==> src/rtl/sega_pad_pkg.sv <==
// rtl/sega_pad_pkg.sv - shared button indices, pad line indices, scan phases and FSM encoding
package sega_pad_pkg;

   localparam int BTN_UP    = 0;
   localparam int BTN_DOWN  = 1;
   localparam int BTN_LEFT  = 2;
   localparam int BTN_RIGHT = 3;
   localparam int BTN_A     = 4;
   localparam int BTN_B     = 5;
   localparam int BTN_C     = 6;
   localparam int BTN_START = 7;
   localparam int BTN_X     = 8;
   localparam int BTN_Y     = 9;
   localparam int BTN_Z     = 10;
   localparam int BTN_MODE  = 11;

   // Physical pad lines, as wired into each 6-bit pad_data slice.
   localparam int LINE_UP_Z    = 0;
   localparam int LINE_DOWN_Y  = 1;
   localparam int LINE_LEFT_X  = 2;
   localparam int LINE_RIGHT   = 3;
   localparam int LINE_A_B     = 4;
   localparam int LINE_START_C = 5;

   localparam logic [2:0] PH_BASE = 3'd0;
   localparam logic [2:0] PH_AST  = 3'd1;
   localparam logic [2:0] PH_ID   = 3'd5;
   localparam logic [2:0] PH_EXT  = 3'd6;
   localparam logic [2:0] PH_LAST = 3'd7;

   localparam logic [11:0] EXT_MASK = 12'hF00;

   typedef enum logic [1:0] {
      IDLE    = 2'd0,
      SCAN    = 2'd1,
      PUBLISH = 2'd2
   } scan_state_t;

   // Absent pads report nothing; 3-button pads cannot report x/y/z/mode.
   function automatic logic [11:0] mask_buttons(input logic [11:0] raw,
                                                input logic        conn,
                                                input logic        six);
      if (!conn)
         return 12'h000;
      else if (!six)
         return raw & ~EXT_MASK;
      else
         return raw;
   endfunction

endpackage

==> src/rtl/sega_pad_decode.sv <==
// rtl/sega_pad_decode.sv - per-pad sampling, decode and press detection
// Optional SEGA_PAD_DEBOUNCE_EN: a button bit only changes when two consecutive scans agree.
module sega_pad_decode
   import sega_pad_pkg::*;
(
   input  logic        clk,
   input  logic        reset,
   input  logic [5:0]  pad_data,
   input  logic        sample_en,
   input  logic [2:0]  phase,
   input  logic        latch_en,
   input  logic        publish_en,
   output logic [11:0] buttons,
   output logic [11:0] pressed,
   output logic        six_button,
   output logic        connected
);

   logic [11:0] raw;
   logic        raw_conn;
   logic        raw_six;
   logic [11:0] dec;
   logic        dec_conn;
   logic        dec_six;
   logic [11:0] next_buttons;

   always_ff @(posedge clk or negedge reset) begin
      if (!reset) begin
         raw      <= '0;
         raw_conn <= 1'b0;
         raw_six  <= 1'b0;
      end else if (sample_en) begin
         case (phase)
            PH_BASE: begin
               raw[BTN_UP]    <= ~pad_data[LINE_UP_Z];
               raw[BTN_DOWN]  <= ~pad_data[LINE_DOWN_Y];
               raw[BTN_LEFT]  <= ~pad_data[LINE_LEFT_X];
               raw[BTN_RIGHT] <= ~pad_data[LINE_RIGHT];
               raw[BTN_B]     <= ~pad_data[LINE_A_B];
               raw[BTN_C]     <= ~pad_data[LINE_START_C];
            end
            PH_AST: begin
               raw[BTN_A]     <= ~pad_data[LINE_A_B];
               raw[BTN_START] <= ~pad_data[LINE_START_C];
               // A real pad grounds left/right while select is low.
               raw_conn       <= ~pad_data[LINE_LEFT_X] & ~pad_data[LINE_RIGHT];
            end
            PH_ID: begin
               raw_six <= ~(pad_data[LINE_UP_Z] | pad_data[LINE_DOWN_Y] |
                            pad_data[LINE_LEFT_X] | pad_data[LINE_RIGHT]);
            end
            PH_EXT: begin
               raw[BTN_Z]    <= ~pad_data[LINE_UP_Z];
               raw[BTN_Y]    <= ~pad_data[LINE_DOWN_Y];
               raw[BTN_X]    <= ~pad_data[LINE_LEFT_X];
               raw[BTN_MODE] <= ~pad_data[LINE_RIGHT];
            end
            default: ;
         endcase
      end
   end

   always_ff @(posedge clk or negedge reset) begin
      if (!reset) begin
         dec      <= '0;
         dec_conn <= 1'b0;
         dec_six  <= 1'b0;
      end else if (latch_en) begin
         dec      <= mask_buttons(raw, raw_conn, raw_six);
         dec_conn <= raw_conn;
         dec_six  <= raw_conn & raw_six;
      end
   end

`ifdef SEGA_PAD_DEBOUNCE_EN
   logic [11:0] history;
   logic [11:0] agree;

   assign agree        = ~(dec ^ history);
   assign next_buttons = dec_conn ? ((agree & dec) | (~agree & buttons)) : 12'h000;

   always_ff @(posedge clk or negedge reset) begin
      if (!reset)
         history <= '0;
      else if (publish_en)
         history <= dec;
   end
`else
   assign next_buttons = dec;
`endif

   always_ff @(posedge clk or negedge reset) begin
      if (!reset) begin
         buttons    <= '0;
         pressed    <= '0;
         six_button <= 1'b0;
         connected  <= 1'b0;
      end else if (publish_en) begin
         buttons    <= next_buttons;
         pressed    <= next_buttons & ~buttons;
         six_button <= dec_six;
         connected  <= dec_conn;
      end else begin
         pressed <= '0;
      end
   end

endmodule

==> src/rtl/sega_pad_scanner.sv <==
// rtl/sega_pad_scanner.sv - frame-triggered multi-pad Sega 3/6-button scanner
// Optional SEGA_PAD_DEBOUNCE_EN is handled inside each sega_pad_decode instance.
module sega_pad_scanner
   import sega_pad_pkg::*;
#(
   parameter int NUM_PADS      = 2,
   parameter int SETTLE_CYCLES = 500,
   parameter int TRIG_RISE     = 0
) (
   input  logic                   clk,
   input  logic                   reset,
   input  logic                   frame_sync,
   input  logic [NUM_PADS*6-1:0]  pad_data,
   output logic                   pad_select,
   output logic [NUM_PADS*12-1:0] buttons,
   output logic [NUM_PADS*12-1:0] pressed,
   output logic [NUM_PADS-1:0]    six_button,
   output logic [NUM_PADS-1:0]    connected,
   output logic                   valid
);

   localparam int         TW         = (SETTLE_CYCLES > 1) ? $clog2(SETTLE_CYCLES) : 1;
   localparam logic [TW-1:0] TIMER_LAST = TW'(SETTLE_CYCLES - 1);
   // Syncs reset to the level after the active edge so reset release never fakes a trigger.
   localparam logic       SYNC_INIT  = (TRIG_RISE != 0);

   logic                  fs_meta;
   logic                  fs_sync;
   logic                  fs_prev;
   logic [NUM_PADS*6-1:0] data_meta;
   logic [NUM_PADS*6-1:0] data_sync;
   logic                  trig;

   scan_state_t           state;
   logic [2:0]            phase;
   logic [TW-1:0]         timer;
   logic                  publish_q;
   logic                  sample_en;
   logic                  latch_en;

   always_ff @(posedge clk or negedge reset) begin
      if (!reset) begin
         fs_meta   <= SYNC_INIT;
         fs_sync   <= SYNC_INIT;
         fs_prev   <= SYNC_INIT;
         data_meta <= '1;
         data_sync <= '1;
      end else begin
         fs_meta   <= frame_sync;
         fs_sync   <= fs_meta;
         fs_prev   <= fs_sync;
         data_meta <= pad_data;
         data_sync <= data_meta;
      end
   end

   assign trig      = (TRIG_RISE != 0) ? (fs_sync & ~fs_prev) : (~fs_sync & fs_prev);
   assign sample_en = (state == SCAN) && (timer == TIMER_LAST);
   assign latch_en  = (state == PUBLISH);

   always_ff @(posedge clk or negedge reset) begin
      if (!reset) begin
         state      <= IDLE;
         phase      <= PH_BASE;
         timer      <= '0;
         pad_select <= 1'b1;
         publish_q  <= 1'b0;
         valid      <= 1'b0;
      end else begin
         publish_q <= (state == PUBLISH);
         valid     <= publish_q;
         case (state)
            IDLE: begin
               pad_select <= 1'b1;
               if (trig) begin
                  state <= SCAN;
                  phase <= PH_BASE;
                  timer <= '0;
               end
            end
            SCAN: begin
               if (timer == TIMER_LAST) begin
                  timer <= '0;
                  if (phase == PH_LAST) begin
                     state      <= PUBLISH;
                     pad_select <= 1'b1;
                  end else begin
                     phase      <= phase + 3'd1;
                     // Next phase is odd (select low) exactly when the current one is even.
                     pad_select <= phase[0];
                  end
               end else begin
                  timer <= timer + 1'b1;
               end
            end
            PUBLISH: begin
               state <= IDLE;
            end
            default: begin
               state      <= IDLE;
               pad_select <= 1'b1;
            end
         endcase
      end
   end

   for (genvar p = 0; p < NUM_PADS; p++) begin : g_pad
      sega_pad_decode u_decode (
         .clk        (clk),
         .reset      (reset),
         .pad_data   (data_sync[p*6 +: 6]),
         .sample_en  (sample_en),
         .phase      (phase),
         .latch_en   (latch_en),
         .publish_en (publish_q),
         .buttons    (buttons[p*12 +: 12]),
         .pressed    (pressed[p*12 +: 12]),
         .six_button (six_button[p]),
         .connected  (connected[p])
      );
   end

endmodule
==> config.mk <==
export PLATFORM = sky130hd
export DESIGN_NAME = sega_pad_scanner
export DESIGN_NICKNAME = d
export VERILOG_FILES = /design/src/rtl/sega_pad_pkg.sv /design/src/rtl/sega_pad_decode.sv /design/src/rtl/sega_pad_scanner.sv
export SDC_FILE = /design/constraint.sdc
export NUM_CORES = 1
export LEC_CHECK = 0
export CAP_MARGIN = 20
export CORE_MARGIN = 2
export CORE_UTILIZATION = 30
export CTS_CLUSTER_DIAMETER = 60
export DETAILED_ROUTE_END_ITERATION = 10
export GPL_ROUTABILITY_DRIVEN = 0
export SYNTH_ARGS = -nofsm -noshare
export SYNTH_HDL_FRONTEND = slang
export SYNTH_SLANG_ARGS = --single-unit
==> constraint.sdc <==
create_clock -name clk -period 1.8 [get_ports clk]
set_input_delay 0.36 -clock clk [delete_from_list [all_inputs] [get_ports clk]]
set_output_delay 0.36 -clock clk [all_outputs]
set_load 0.01 [all_outputs]
==> reports/qor_table.md <==
| Metric | This run |
|:---|:---|
| Result of the run | completed |
| Sum of negative setup slack | 0 ns |
| Top flip-flop cell by instance count after synthesis | sky130_fd_sc_hd__dfrtp_1 |
| Beginning of the worst register-to-register path | timer[0] |
| Slowest-stage cell, CP | sky130_fd_sc_hd__dfrtp_1 |
| Count of non-filler cells in the finished layout | 761 |
| Largest voltage drop on the vdd net | 670 uV |
| Total track usage | 0.115 |
| Worst Setup Slack, final | 0.0958 ns |
| Total count of hold-check failures in the final report | 0 |
| Clock tree from TritonCTS | built |
| CP Class | reg2reg |
| Launching element type of the critical path | flip-flop |
| Number of global-route vias before repair | 3480 |
| Kind of end point of the critical path | flip-flop |
| Crit path from | timer[0] |
| Final cycle utilization of the critical path | 0.947 |
| Max_slew headroom | 0.603 |
| Clock buffer depth | 2 |
| Number of design-rule violations left by the first detailed-router iteration | 198 |
| Number of warnings reported in the yosys synthesis log | 0 |
| Top-level I/O count | 69 |
| Antenna-violating nets left | 0 |
| Crit path required time | 2.10 ns |
| Final routed wirelength across all metal layers | 10.5 mm |
| Via count of the routed design | 3398 |
| Std-Cell Core Area | 18600 um2 |
| Cell count after synthesis | 433 |
| Sequential area share after synthesis | 0.680 |
| Data arrival at the endpoint of the critical path | 2.01 ns |
| Layout area overhead | 29.3% |
| Number of buffers inserted by port buffering | 68 |
| Clock latency of the later-clocked register in the worst-skew pair | 0.42 ns |
| Area enclosed by the die boundary | 19900 um2 |
| Die height | 141 um |
| Clock buffers created by TritonCTS | 17 |
| Highest Clock Rate | 587 MHz |
| Vias per std cell | 4.47 |
| Type of the worst min-delay path | in2reg |
| Antenna violations before repair | 0 |
| Cells after DPL | 728 |
| Largest net degree at the start of global routing | 51 |
| Leakage | 3.45 nW |
| Clk sink count | 152 |
| Combined buffer and inverter count along the critical path | 1 |
| Distinct cell type count of the synthesized netlist | 38 |
| Ratio of cells with drive above 1 in the final layout | 0.213 |
| Stage delay of the slowest cell on the critical path | 0.38 ns |
| Detailed-route wire length per cell | 13.8 um |
| Origin of the worst min-delay path | pad_data[9] |
| Count of max-cap constraint violations | 0 |
| Clk root buf | sky130_fd_sc_hd__clkbuf_16 |
| Fraction of registers with async set or reset after synthesis | 1.00 |
| Clock-pin slew of the registers on the worst-case setup and hold paths | 0.06 ns |
| Horizontal extent of the die | 141 um |
| Crit path max-delay family | simple AND/OR/NAND/NOR gates |
| Most common cell after layout, fill and taps aside | sky130_fd_sc_hd__dfrtp_1 |
| Final #Nets | 537 |
| Cell area after synthesis | 5640 um2 |
| DR DRC count | 0 |
| Net count after synthesis | 454 |
| Slew at the pin closest to its max-slew limit | 0.594 ns |
| Ant diodes | 0 |
| CP Max Fanout | 5 |
| Cells traversed along the worst timing path | ha_2, nand4bb_1, nor4_4, buf_4, mux2_4 |
| Total of endpoints with negative setup slack in the final report | 0 |
| DR pass1 iterations | 4 |
| Global-route wire length before repair | 17.8 mm |
| RSZ-0062 raised after global routing | true |
| Setup slack after placement | 0.0548 ns |
| Global route total overflow | 0 |
| Synthesized flop and latch total | 152 |
| Filler Cells Inserted | 1717 |
| Starting utilization of the core area | 0.304 |
| Number of max-slew violations in the final report | 0 |
| Number of enable-type register cells in the synthesized netlist | 0 |
| Minimum period implied by the final worst setup slack | 1.70 ns |
| Htree depth | 4 |
| Seq. cell area | 3840 um2 |
| HPWL reported at the end of detailed placement | 7.24 mm |
| Syn Area/Cell | 13.0 um2 |
| Fin Hold WS | 0.344 ns |
| Layout Skew | 0.00665 ns |
| Combined area of the multi-input logic cells | 1670 um2 |
| Top library cells by usage in the layout, fill and taps aside | sky130_fd_sc_hd__dfrtp_1 (126), sky130_fd_sc_hd__clkdlybuf4s50_1 (66), sky130_fd_sc_hd__nand2_1 (62) |
| Number of placement rows | 50 |
| Pwr Density | 1030 nW/um2 |
-- what timing repair did --
action                     in CTS  in global routing
hold endpoints to repair       42                  0
resized for setup               1                  3
setup endpoints to repair       1                  6
buffers inserted                0                  2
pin swaps                       0                  1
hold buffers                    1                  0
-- layer usage --
metal / vias to the layer above / part of all wire / GRT usage / wire (um)
li1: 1646 / - / - / -
met1: 1669 / 0.48 / 0.152 / 4980
met2: 70 / 0.48 / 0.175 / 4970
met3: 13 / 0.031 / 0.0296 / 322
met4: 0 / 0.018 / 0.0568 / 193
met5: - / 0 / 0 / 0
-- through the flow --
stage | total power, mW | area, um2 | util
finish | 7.48 | 7290 | 0.393
global route | 7.80 | 7290 | 0.393
CTS | 7.60 | 7270 | 0.391
detailed placement | 4.01 | 6670 | 0.359
global placement | 3.99 | 6670 | 0.359
floorplan | 3.83 | 5640 | -
-- worst paths after layout --
check,endpoint,slack (ns),cells past startpoint
max,g_pad[1].u_decode.raw_conn,0.1,5
min,data_meta[9],0.34,1
max reg2reg,g_pad[1].u_decode.raw_conn,0.1,5
min reg2reg,fs_sync,0.35,0
max in group asynchronous,g_pad[0].u_decode.six_button,0.62,3
min in group asynchronous,g_pad[0].u_decode.pressed[2],0.46,2
-- flip-flops by register name, indices dropped and copies added (netlist names), 3 cells and up --
register                cells
phase                       3
data_meta                  12
data_sync                  12
g_pad.u_decode.pressed     24
g_pad.u_decode.raw         24
g_pad.u_decode.dec         24
timer                       9
g_pad.u_decode.buttons     24
-- power breakdown --
part	internal [mW]	switching [mW]
Clock	2.23	1.30
Sequential	3.53	0.0937
Combinational	0.145	0.180
Total	5.91	1.57
-- worst register-to-register path, stage by stage (launching register included) --
cell	delay, ns
sky130_fd_sc_hd__dfrtp_1	0.38
sky130_fd_sc_hd__ha_2	0.22
sky130_fd_sc_hd__nand4bb_1	0.20
sky130_fd_sc_hd__nor4_4	0.32
sky130_fd_sc_hd__buf_4	0.18
sky130_fd_sc_hd__mux2_4	0.29
-- cell usage after synthesis, drive strengths merged (8+ instances only) --
cell type,count,area share
a22o,9,0.014
buf,8,0.010
nand3,20,0.018
dfrtp,127,0.56
o21ai,21,0.019
dfstp,25,0.12
a21oi,17,0.015
clkbuf,15,0.010
mux2,33,0.067
nor2,20,0.013
inv,9,0.0060
nand2,62,0.041
and3b,24,0.037
-- cells by family after synthesis --
group                    count (synthesis)  share of synthesized area
AO/OA/AOI/OAI                           56                     0.0596
adder cells (fa/ha/maj)                  6                     0.0133
buffers and inverters                   32                     0.0264
flip-flops                             152                      0.680
multiplexers                            39                     0.0778
AND/OR/NAND/NOR                        148                      0.143
-- area by class of cell --
cell class | count | share of cell area
sequential | 152 | 0.526
multi-input combinational | 249 | 0.229
timing repair buffer | 87 | 0.120
clock buffer | 22 | 0.0636
tap | 234 | 0.0401
clock inverter | 8 | 0.0168
inverter | 9 | 0.00463
(Power assumes the default switching activity.)
